### src/rtl/pilha_rpn_pkg.sv
// Shared op codes and internal action encoding for the RPN operand stack.
// No logic; imported by the interface, the stack top and its testbench.
// Op codes are 3 bits; 111 is reserved and behaves as NOP.
package pilha_rpn_pkg;

    localparam int OP_W = 3;

    typedef logic [OP_W-1:0] op_t;

    localparam op_t OP_NOP    = 3'b000;
    localparam op_t OP_PUSH   = 3'b001;
    localparam op_t OP_POP    = 3'b010;
    localparam op_t OP_REDUCE = 3'b011;
    localparam op_t OP_DUP    = 3'b100;
    localparam op_t OP_SWAP   = 3'b101;
    localparam op_t OP_CLEAR  = 3'b110;

    // Decoded, already-legal action applied to the whole entry array
    typedef enum logic [2:0] {
        ACT_HOLD,
        ACT_PUSH,
        ACT_POP,
        ACT_REDUCE,
        ACT_DUP,
        ACT_SWAP,
        ACT_CLEAR
    } act_t;

endpackage

### src/rtl/pilha_rpn_n_if.sv
// Operation strobe in, stack view and status flags out.
// master = keypad/entry side, slave = the stack itself.
// No handshake: one op per cycle is always accepted.
interface pilha_rpn_n_if #(
    parameter int WIDTH = 8,
    parameter int DEPTH = 8
);
    import pilha_rpn_pkg::*;

    localparam int CW = $clog2(DEPTH + 1);

    logic             op_en;
    op_t              op;
    logic [WIDTH-1:0] din;
    logic [WIDTH-1:0] top;
    logic [WIDTH-1:0] next;
    logic [CW-1:0]    count;
    logic             empty;
    logic             full;
    logic             err;
    logic             err_sticky;

    modport master (
        output op_en, op, din,
        input  top, next, count, empty, full, err, err_sticky
    );

    modport slave (
        input  op_en, op, din,
        output top, next, count, empty, full, err, err_sticky
    );

endinterface

### src/rtl/pilha_rpn_n_registrador_nb.sv
// WIDTH-bit register with load enable and async active-low clear.
// Latency: q follows d one clock after en is sampled high.
// Backpressure: none; en simply holds the current value when low.
module registrador_nb #(
    parameter int WIDTH = 8
) (
    input  logic             clk,
    input  logic             rst,
    input  logic             en,
    input  logic [WIDTH-1:0] d,
    output logic [WIDTH-1:0] q
);

    logic [WIDTH-1:0] val_q;
    logic [WIDTH-1:0] val_d;

    always_comb begin
        val_d = en ? d : val_q;
    end

    always_ff @(posedge clk or negedge rst) begin
        if (!rst) begin
            val_q <= '0;
        end else begin
            val_q <= val_d;
        end
    end

    assign q = val_q;

endmodule

### src/rtl/pilha_rpn_n.sv
// Parametrised RPN shift stack exposing top/next as ALU operands; DUP/SWAP under PILHA_RPN_DUPSWAP_EN.
// Latency: one cycle, state and flags update on the edge that samples op_en.
// Backpressure: none; illegal ops leave state unchanged and pulse err.
module pilha_rpn_n
    import pilha_rpn_pkg::*;
#(
    parameter int WIDTH = 8,
    parameter int DEPTH = 8
) (
    input  logic          clk,
    input  logic          rst,
    pilha_rpn_n_if.slave  bus
);

    localparam int CW = $clog2(DEPTH + 1);

    logic [WIDTH-1:0] ent    [DEPTH];
    logic [WIDTH-1:0] ent_d  [DEPTH];
    logic [WIDTH-1:0] ent_dn [DEPTH];
    logic [WIDTH-1:0] ent_up [DEPTH];
    logic             ent_we;

    logic [CW-1:0] count_q, count_d;
    logic          err_q, err_d;
    logic          sticky_q, sticky_d;
    logic          full_w, has1, has2, illegal;
    act_t          act;

    assign full_w = (count_q == CW'(DEPTH));
    assign has1   = (count_q != '0);
    assign has2   = (count_q >= CW'(2));

    // Decode and legality: an illegal op degrades to ACT_HOLD
    always_comb begin
        act      = ACT_HOLD;
        illegal  = 1'b0;
        count_d  = count_q;
        sticky_d = sticky_q;
        err_d    = 1'b0;
        if (bus.op_en) begin
            case (bus.op)
                OP_PUSH: begin
                    if (!full_w) begin act = ACT_PUSH; count_d = count_q + 1'b1; end
                    else illegal = 1'b1;
                end
                OP_POP: begin
                    if (has1) begin act = ACT_POP; count_d = count_q - 1'b1; end
                    else illegal = 1'b1;
                end
                OP_REDUCE: begin
                    if (has2) begin act = ACT_REDUCE; count_d = count_q - 1'b1; end
                    else illegal = 1'b1;
                end
`ifdef PILHA_RPN_DUPSWAP_EN
                OP_DUP: begin
                    if (has1 && !full_w) begin act = ACT_DUP; count_d = count_q + 1'b1; end
                    else illegal = 1'b1;
                end
                OP_SWAP: begin
                    if (has2) act = ACT_SWAP;
                    else illegal = 1'b1;
                end
`else
                OP_DUP:  illegal = 1'b1;
                OP_SWAP: illegal = 1'b1;
`endif
                OP_CLEAR: begin
                    act      = ACT_CLEAR;
                    count_d  = '0;
                    sticky_d = 1'b0;
                end
                default: ;
            endcase
        end
        if (illegal) begin
            err_d    = 1'b1;
            sticky_d = 1'b1;
        end
    end

    // Shifted views: dn[i] = entry above (toward top), up[i] = entry below, zero at the ends
    always_comb begin
        ent_dn[0]       = '0;
        ent_up[DEPTH-1] = '0;
        for (int i = 1; i < DEPTH; i++) begin
            ent_dn[i]   = ent[i-1];
            ent_up[i-1] = ent[i];
        end
    end

    always_comb begin
        ent_we = (act != ACT_HOLD);
        for (int i = 0; i < DEPTH; i++) begin
            ent_d[i] = ent[i];
            case (act)
                ACT_PUSH:   ent_d[i] = (i == 0) ? bus.din : ent_dn[i];
                ACT_POP:    ent_d[i] = ent_up[i];
                ACT_REDUCE: ent_d[i] = (i == 0) ? bus.din : ent_up[i];
                ACT_DUP:    ent_d[i] = (i == 0) ? ent[0] : ent_dn[i];
                ACT_SWAP: begin
                    if (i == 0)      ent_d[i] = ent[1];
                    else if (i == 1) ent_d[i] = ent[0];
                end
                ACT_CLEAR:  ent_d[i] = '0;
                default: ;
            endcase
        end
    end

    for (genvar g = 0; g < DEPTH; g++) begin : g_ent
        registrador_nb #(.WIDTH(WIDTH)) u_reg (
            .clk (clk),
            .rst (rst),
            .en  (ent_we),
            .d   (ent_d[g]),
            .q   (ent[g])
        );
    end

    always_ff @(posedge clk or negedge rst) begin
        if (!rst) begin
            count_q  <= '0;
            err_q    <= 1'b0;
            sticky_q <= 1'b0;
        end else begin
            count_q  <= count_d;
            err_q    <= err_d;
            sticky_q <= sticky_d;
        end
    end

    assign bus.top        = ent[0];
    assign bus.next       = ent[1];
    assign bus.count      = count_q;
    assign bus.empty      = (count_q == '0);
    assign bus.full       = full_w;
    assign bus.err        = err_q;
    assign bus.err_sticky = sticky_q;

endmodule

### src/flat_wrapper.sv
// flat-port wrapper written by rule: the top's interface ports become plain ports
module pilha_rpn_n_flat import pilha_rpn_pkg::*;
#(
    parameter int WIDTH = 8,
    parameter int DEPTH = 8
)
  (clk, rst, bus_op_en, bus_op, bus_din, bus_top, bus_next, bus_count, bus_empty, bus_full, bus_err, bus_err_sticky);
  pilha_rpn_n_if #(.WIDTH(WIDTH), .DEPTH(DEPTH)) bus_i ();
  input  logic clk;
  input  logic rst;
  input wire logic [$bits(bus_i.op_en)-1:0] bus_op_en;
  input wire logic [$bits(bus_i.op)-1:0] bus_op;
  input wire logic [$bits(bus_i.din)-1:0] bus_din;
  output wire logic [$bits(bus_i.top)-1:0] bus_top;
  output wire logic [$bits(bus_i.next)-1:0] bus_next;
  output wire logic [$bits(bus_i.count)-1:0] bus_count;
  output wire logic [$bits(bus_i.empty)-1:0] bus_empty;
  output wire logic [$bits(bus_i.full)-1:0] bus_full;
  output wire logic [$bits(bus_i.err)-1:0] bus_err;
  output wire logic [$bits(bus_i.err_sticky)-1:0] bus_err_sticky;
  assign bus_i.op_en = bus_op_en;
  assign bus_i.op = bus_op;
  assign bus_i.din = bus_din;
  assign bus_top = bus_i.top;
  assign bus_next = bus_i.next;
  assign bus_count = bus_i.count;
  assign bus_empty = bus_i.empty;
  assign bus_full = bus_i.full;
  assign bus_err = bus_i.err;
  assign bus_err_sticky = bus_i.err_sticky;
  pilha_rpn_n #(.WIDTH(WIDTH), .DEPTH(DEPTH)) u_core (.clk(clk), .rst(rst), .bus(bus_i));
endmodule
### config.mk
export PLATFORM = sky130hd
export DESIGN_NAME = pilha_rpn_n_flat
export DESIGN_NICKNAME = d
export VERILOG_FILES = /design/src/rtl/pilha_rpn_pkg.sv /design/src/rtl/pilha_rpn_n_if.sv /design/src/rtl/pilha_rpn_n_registrador_nb.sv /design/src/rtl/pilha_rpn_n.sv /design/src/flat_wrapper.sv
export SDC_FILE = /design/constraint.sdc
export NUM_CORES = 1
export LEC_CHECK = 0
export BUFFER_PORTS_ARGS = -buffer_cell sky130_fd_sc_hd__clkbuf_2
export CAP_MARGIN = 20
export CORE_ASPECT_RATIO = 1.4
export CORE_MARGIN = 8
export CORE_UTILIZATION = 40
export CTS_CLUSTER_DIAMETER = 150
export DETAILED_ROUTE_END_ITERATION = 16
export PLACE_DENSITY = 0.61
export SYNTH_ARGS = -nofsm -noshare
export SYNTH_HDL_FRONTEND = slang
export SYNTH_SLANG_ARGS = --single-unit
### constraint.sdc
create_clock -name clk -period 1.8 [get_ports clk]
set_input_delay 0.36 -clock clk [delete_from_list [all_inputs] [get_ports clk]]
set_output_delay 0.36 -clock clk [all_outputs]
set_load 0.02 [all_outputs]
; After elaboration in Yosys (flattened, before gate mapping)
; Index checks and enable logic that the tools add are counted.
[totals]
reg_bits = 70
inputBits = 14
output_inout_bits = 24
[classes]
add_sub_neg = 2
n_lt_le_gt_ge = 1
n_eq_ne = 16
mux = 26
n_reduce_logical = 23
[ops]
columns = operator, n
row1 = $pmux 8 s3, 7
row2 = $eq 3x3->1 const B, 6
row3 = $pmux 4 s4, 1
row4 = $pmux 8 s2, 1
row5 = $eq 3x2->1 const B, 4
row6 = $mux 4, 3
row7 = $pmux 3 s4, 1
row8 = $reduce_bool 3->1, 4
row9 = $reduce_and 2->1, 5
row10 = $reduce_or 2->1, 5
row11 = $mux 1, 9
row12 = $reduce_bool 4->1, 2
row13 = $eq 3x1->1 const B, 2
row14 = $reduce_bool 2->1, 3
row15 = $reduce_or 3->1, 2
row16 = $reduce_and 5->1, 1
row17 = $add 4x1->4 const B, 1
row18 = $eq 4x4->1 const B, 1
row19 = $ge 4x2->1 const B, 1
row20 = $logic_not 4->1, 1
row21 = $mux 2, 2
row22 = $ne 2x1->1 const B, 2
row23 = $pmux 1 s4, 1
row24 = $sub 4x1->4 const B, 1
row25 = 2 further kinds, 2

; Logic depth before layout (Yosys ltp)
[logic_depth]
ltp_word = 8
ltp_mapped = 7

; By module
; A second synthesis with hierarchy kept.
[hier_totals]
cells_unflattened = 356
area_unflattened_um2 = 4337.9
[by_module_without_submodules]
columns = mod, instances, cells_each, area_per_inst_um2, seq_area_each_um2
row1 = registrador_nb, 8, 17, 331.6, 200.2
row2 = pilha_rpn_n, 1, 220, 1685.4, 150.1

; Worst setup path before layout
; No wires, ideal clock.
[synth_path]
path_type = input-to-reg
startpoint = input bus_op[1]
endpoint = register u_core.count_q[3], in the netlist u_core.bus.count[3]
setup_time_ns = 0.069
arrival_ns = 1.706
required_ns = 1.731
setup_slack_ns = 0.025
path_stages = 7
path_buffers = 0
cell_sequence = nor2b_1 ha_1 a21o_1 a21oi_1 xor2_1 or3_1 nand3_1
[synth_via]
elab_chain_cells = 3
[synth_lines]
columns = element, line
row1 = start: declaration, flat_wrapper.sv:12  ; input wire logic [$bits(bus_i.op)-1:0] bus_op;
row2 = $eq 3x2->1 (tied with other cells), pilha_rpn_n.sv:41  ; case (bus.op)
row3 = $ne 2x1->1 (no source line) (tied with other cells), n/a
row4 = $reduce_and 5->1 (no source line), n/a
row5 = end signal: assignment, pilha_rpn_n.sv:126  ; count_q <= count_d;
row6 = end: declaration, pilha_rpn_n.sv:23  ; logic [CW-1:0] count_q, count_d;
; Parallel ways exist; a longest one is shown, timed or not.
; A chain may end at the register's enable or synchronous reset.

; Worst setup path after layout
[layout_path]
startpoint = register u_core.count_q[1], in the netlist u_core.bus.count[1]
endpoint = output bus_empty
[layout_via]
elab_chain_cells = 1
[layout_lines]
columns = element, line
row1 = $logic_not 4->1, pilha_rpn_n.sv:135  ; assign bus.empty = (count_q == '0);
row2 = end: declaration, flat_wrapper.sv:17  ; output wire logic [$bits(bus_i.empty)-1:0] bus_empty;
; Every way passes these cells.

==> flow_summary_export.csv <==
group,metric,value,unit
run_status,status,"completed",
synth,ys_seq_area_frac,0.4949,
route,wire_per_inst,14.14,um
timing,final-setup-viol-count,0,
clock_tree,clkLatencyLatePin,0.33,ns
final_layout,drive_gt1_frac,0.2404,
timing,fin_skew,0.004944,ns
route,m1WireLength,3048,um
critical_path,cpMostUsedCell,"buf_4",
synth,synth_warnings,0,
critical_path,path_max_fanout,5,
timing,finalMaxSlewViolations,0,
route,met3_wirelength,372,um
final_layout,final_core_util,0.5003,
grt,antenna_found_initial,0,
route,wirelength,7011,um
grt,grt_max_degree,71,
route,highest_layer,"met4",
clock_tree,cts_sinks,70,
route,vias,2541,
timing,tightest_slew,0.3741,ns
critical_path,path_class,"flop to output port",
timing,whs,0.04086,ns
grt,grt_pass1_wl,12000,um
grt,overflow,0,
critical_path,arrival,1.37,ns
synth,async_reset_ff_frac,1.000,
synth,yosysMostFrequentCell,"nand2_1",
placed_design,gp_congestion,0.7817,
critical_path,critPathLaunchType,"flop",
clock_tree,ctsHoldBuffers,0,
critical_path,cp.required,1.44,ns
floorplanning,ioPinCount,38,
clock_tree,cts_buffers,9,
floorplanning,num_rows,40,
power_and_ir_drop,p_total,6.139,mW
critical_path,cpPeakStageDelay,0.45,ns
route,via_per_inst,5.123,
timing,fmax,576.5,MHz
synth,syn_avg_cell_area,10.23,um^2
route,drcViolationCount,0,
power_and_ir_drop,ir_drop,0.0008503,V
timing,slew_headroom,0.7506,
grt,first_global_vias,2591,
route,first_iter_violations,136,
power_and_ir_drop,p_leak,1.983,nW
synth,netlist_area,3540,um^2
floorplanning,core_area,8608,um^2
floorplanning,die_h,127.3,um
synth,synth.distinct_cells,39,
critical_path,endpoint_kind,"output port",
worst_hold_path,worstHoldPathType,"primary input to async pin",
synth,synthFlopType,"dfrtp_1",
final_layout,final_area,4307,um^2
route,drtPass1Iterations,4,
final_layout,diodes,0,
route,final_antenna_net_count,0,
synth,synth_enable_flop_cells,0,
synth,synth.top_cells.by_count,"nand2_1, dfrtp_1, o21ai_1",
clock_tree,cts_tree,"done",
flow_run,maxCapViolCount,0,
critical_path,crit_chain,"buf_4 > nor4_1 > buf_4",
final_layout,area_growth,21.67,%
clock_tree,clock_tree.buffer_depth,2,
synth,netlist.area_leader.share,0.4949,
power_and_ir_drop,cellPowerDensity,1426,nW/um^2
clock_tree,clock-root-buffer,"clkbuf_16",
synth,synthesis.nets,363,
synth,synth.area.top_cells,"dfrtp_1, mux2i_1, o21ai_1, nand2_1, buf_4",
critical_path,cp_slowest_cell,"dfrtp_2",
synth,syn_inst,346,
placed_design,port_buffers,37,
timing,rsz0062_at_grt,"yes",
route,met2_length,3431,um
synth,ys_seq_elements,70,
timing,fin_crit,1.735,ns
synth,synth_area_leader_cell,"dfrtp_1",
timing,fin_crit_sh,0.9637,
floorplanning,start_util,0.4112,
floorplanning,die_area,12160,um^2
final_layout,nFillCells,802,
floorplanning,die_w,95.51,um
grt,grt_use_total,0.1247,
final_layout,layout.nets,403,
clock_tree,clk_pin_slew,0.05,ns
clock_tree,cts_max_level,3,
placed_design,postPlaceCellArea,3882,um^2
timing,final_hold_viol_count,0,
placed_design,post-dp-hpwl,4564,um
-- path summary, 6_finish.rpt --
path                                                             start                                     end  slack (ns)  cells after the start
max in group asynchronous                                          rst         u_core.bus.count[1]$_DFFE_PN0P_        1.45                      2
worst min-delay path                                               rst                u_core.bus.err$_DFF_PN0_        0.04                      2
worst max-delay path                   u_core.bus.count[1]$_DFFE_PN0P_                               bus_empty        0.07                      3
min in group clk                                            bus_din[3]  u_core.g_ent[0].u_reg.q[3]$_DFFE_PN0P_        0.23                      3
worst max register to register         u_core.bus.count[3]$_DFFE_PN0P_  u_core.g_ent[5].u_reg.q[2]$_DFFE_PN0P_        0.08                      6
worst min register to register  u_core.g_ent[7].u_reg.q[2]$_DFFE_PN0P_  u_core.g_ent[6].u_reg.q[2]$_DFFE_PN0P_        0.48                      2
-- worst max-delay path, delay by kind of cell (launching register included) --
family        cells  cell delay (ns)
buf+inv           2             0.35
flops             1             0.45
simple gates      1             0.25
-- cells by family after synthesis --
kind of cell	Yosys count	share of synthesized area
compound gates	80	0.1280
xor+xnor	2	0.004950
fa+ha+maj	3	0.01272
buf+inv	40	0.08660
flops	70	0.4949
mux	56	0.1584
simple gates	95	0.1145
-- power by group --
| group | switching [mW] | internal, mW | leakage (nW) | total [mW] |
|---|---|---|---|---|
| Combinational | 1.04 | 0.840 | 0.868 | 1.88 |
| Clock | 0.622 | 1.32 | 0.166 | 1.95 |
| Sequential | 0.342 | 1.97 | 0.949 | 2.31 |
-- cells in the final DEF, fill, tap and decap left out, types with 3 or more instances in the layout --
cell	n
a21oi_1	11
buf_12	9
buf_4	18
clkbuf_16	10
clkbuf_2	34
clkbuf_8	3
dfrtp_1	67
dfrtp_2	3
inv_1	3
mux2i_1	55
nand2_1	75
nand2b_1	4
nor2_1	3
o21ai_1	57
-- registers in the layout, summed over array words and instances, names as in the netlist --
register               cells
u_core.bus.count           4
u_core.g_ent.u_reg.q      64
u_core.bus.err_sticky      1
u_core.bus.err             1
-- cell type report --
type                            instances  area, um^2  area share
Sequential cell                        70        1755      0.4076
Multi-Input combinational cell        236        1520      0.3530
Timing Repair Buffer                   66       553.0      0.1284
Clock buffer                           13       270.3     0.06275
Tap cell                              105       131.4     0.03051
Clock inverter                          3       65.06     0.01511
Inverter                                3       11.26    0.002615
-- routing by layer --
metal | GRT usage | vias up
met5 | 0 | -
met4 | 0.06267 | 0
met3 | 0.03751 | 10
met2 | 0.1981 | 43
met1 | 0.1479 | 1237
li1 | - | 1251
-- per-stage QoR --
stage / instances / setup TNS (ns) / worst slack, ns
after global placement: 477 / 0 / 0.001151
after global routing: 496 / -0.04007 / -0.01190
after detailed placement: 477 / -0.02296 / -0.02296
after CTS: 494 / 0 / 0.005529
after floorplan: 346 / 0 / 0.02540
final: 496 / 0 / 0.06527
-- repair_timing --
action,in CTS,in global routing
gates resized for setup,4,12
buffers inserted,1,1
setup endpoints to repair,2,38
gates cloned,0,1
pin swaps,0,1
endpoints found under the hold margin,0,0
Note: power is estimated with default switching activity, not from simulation.
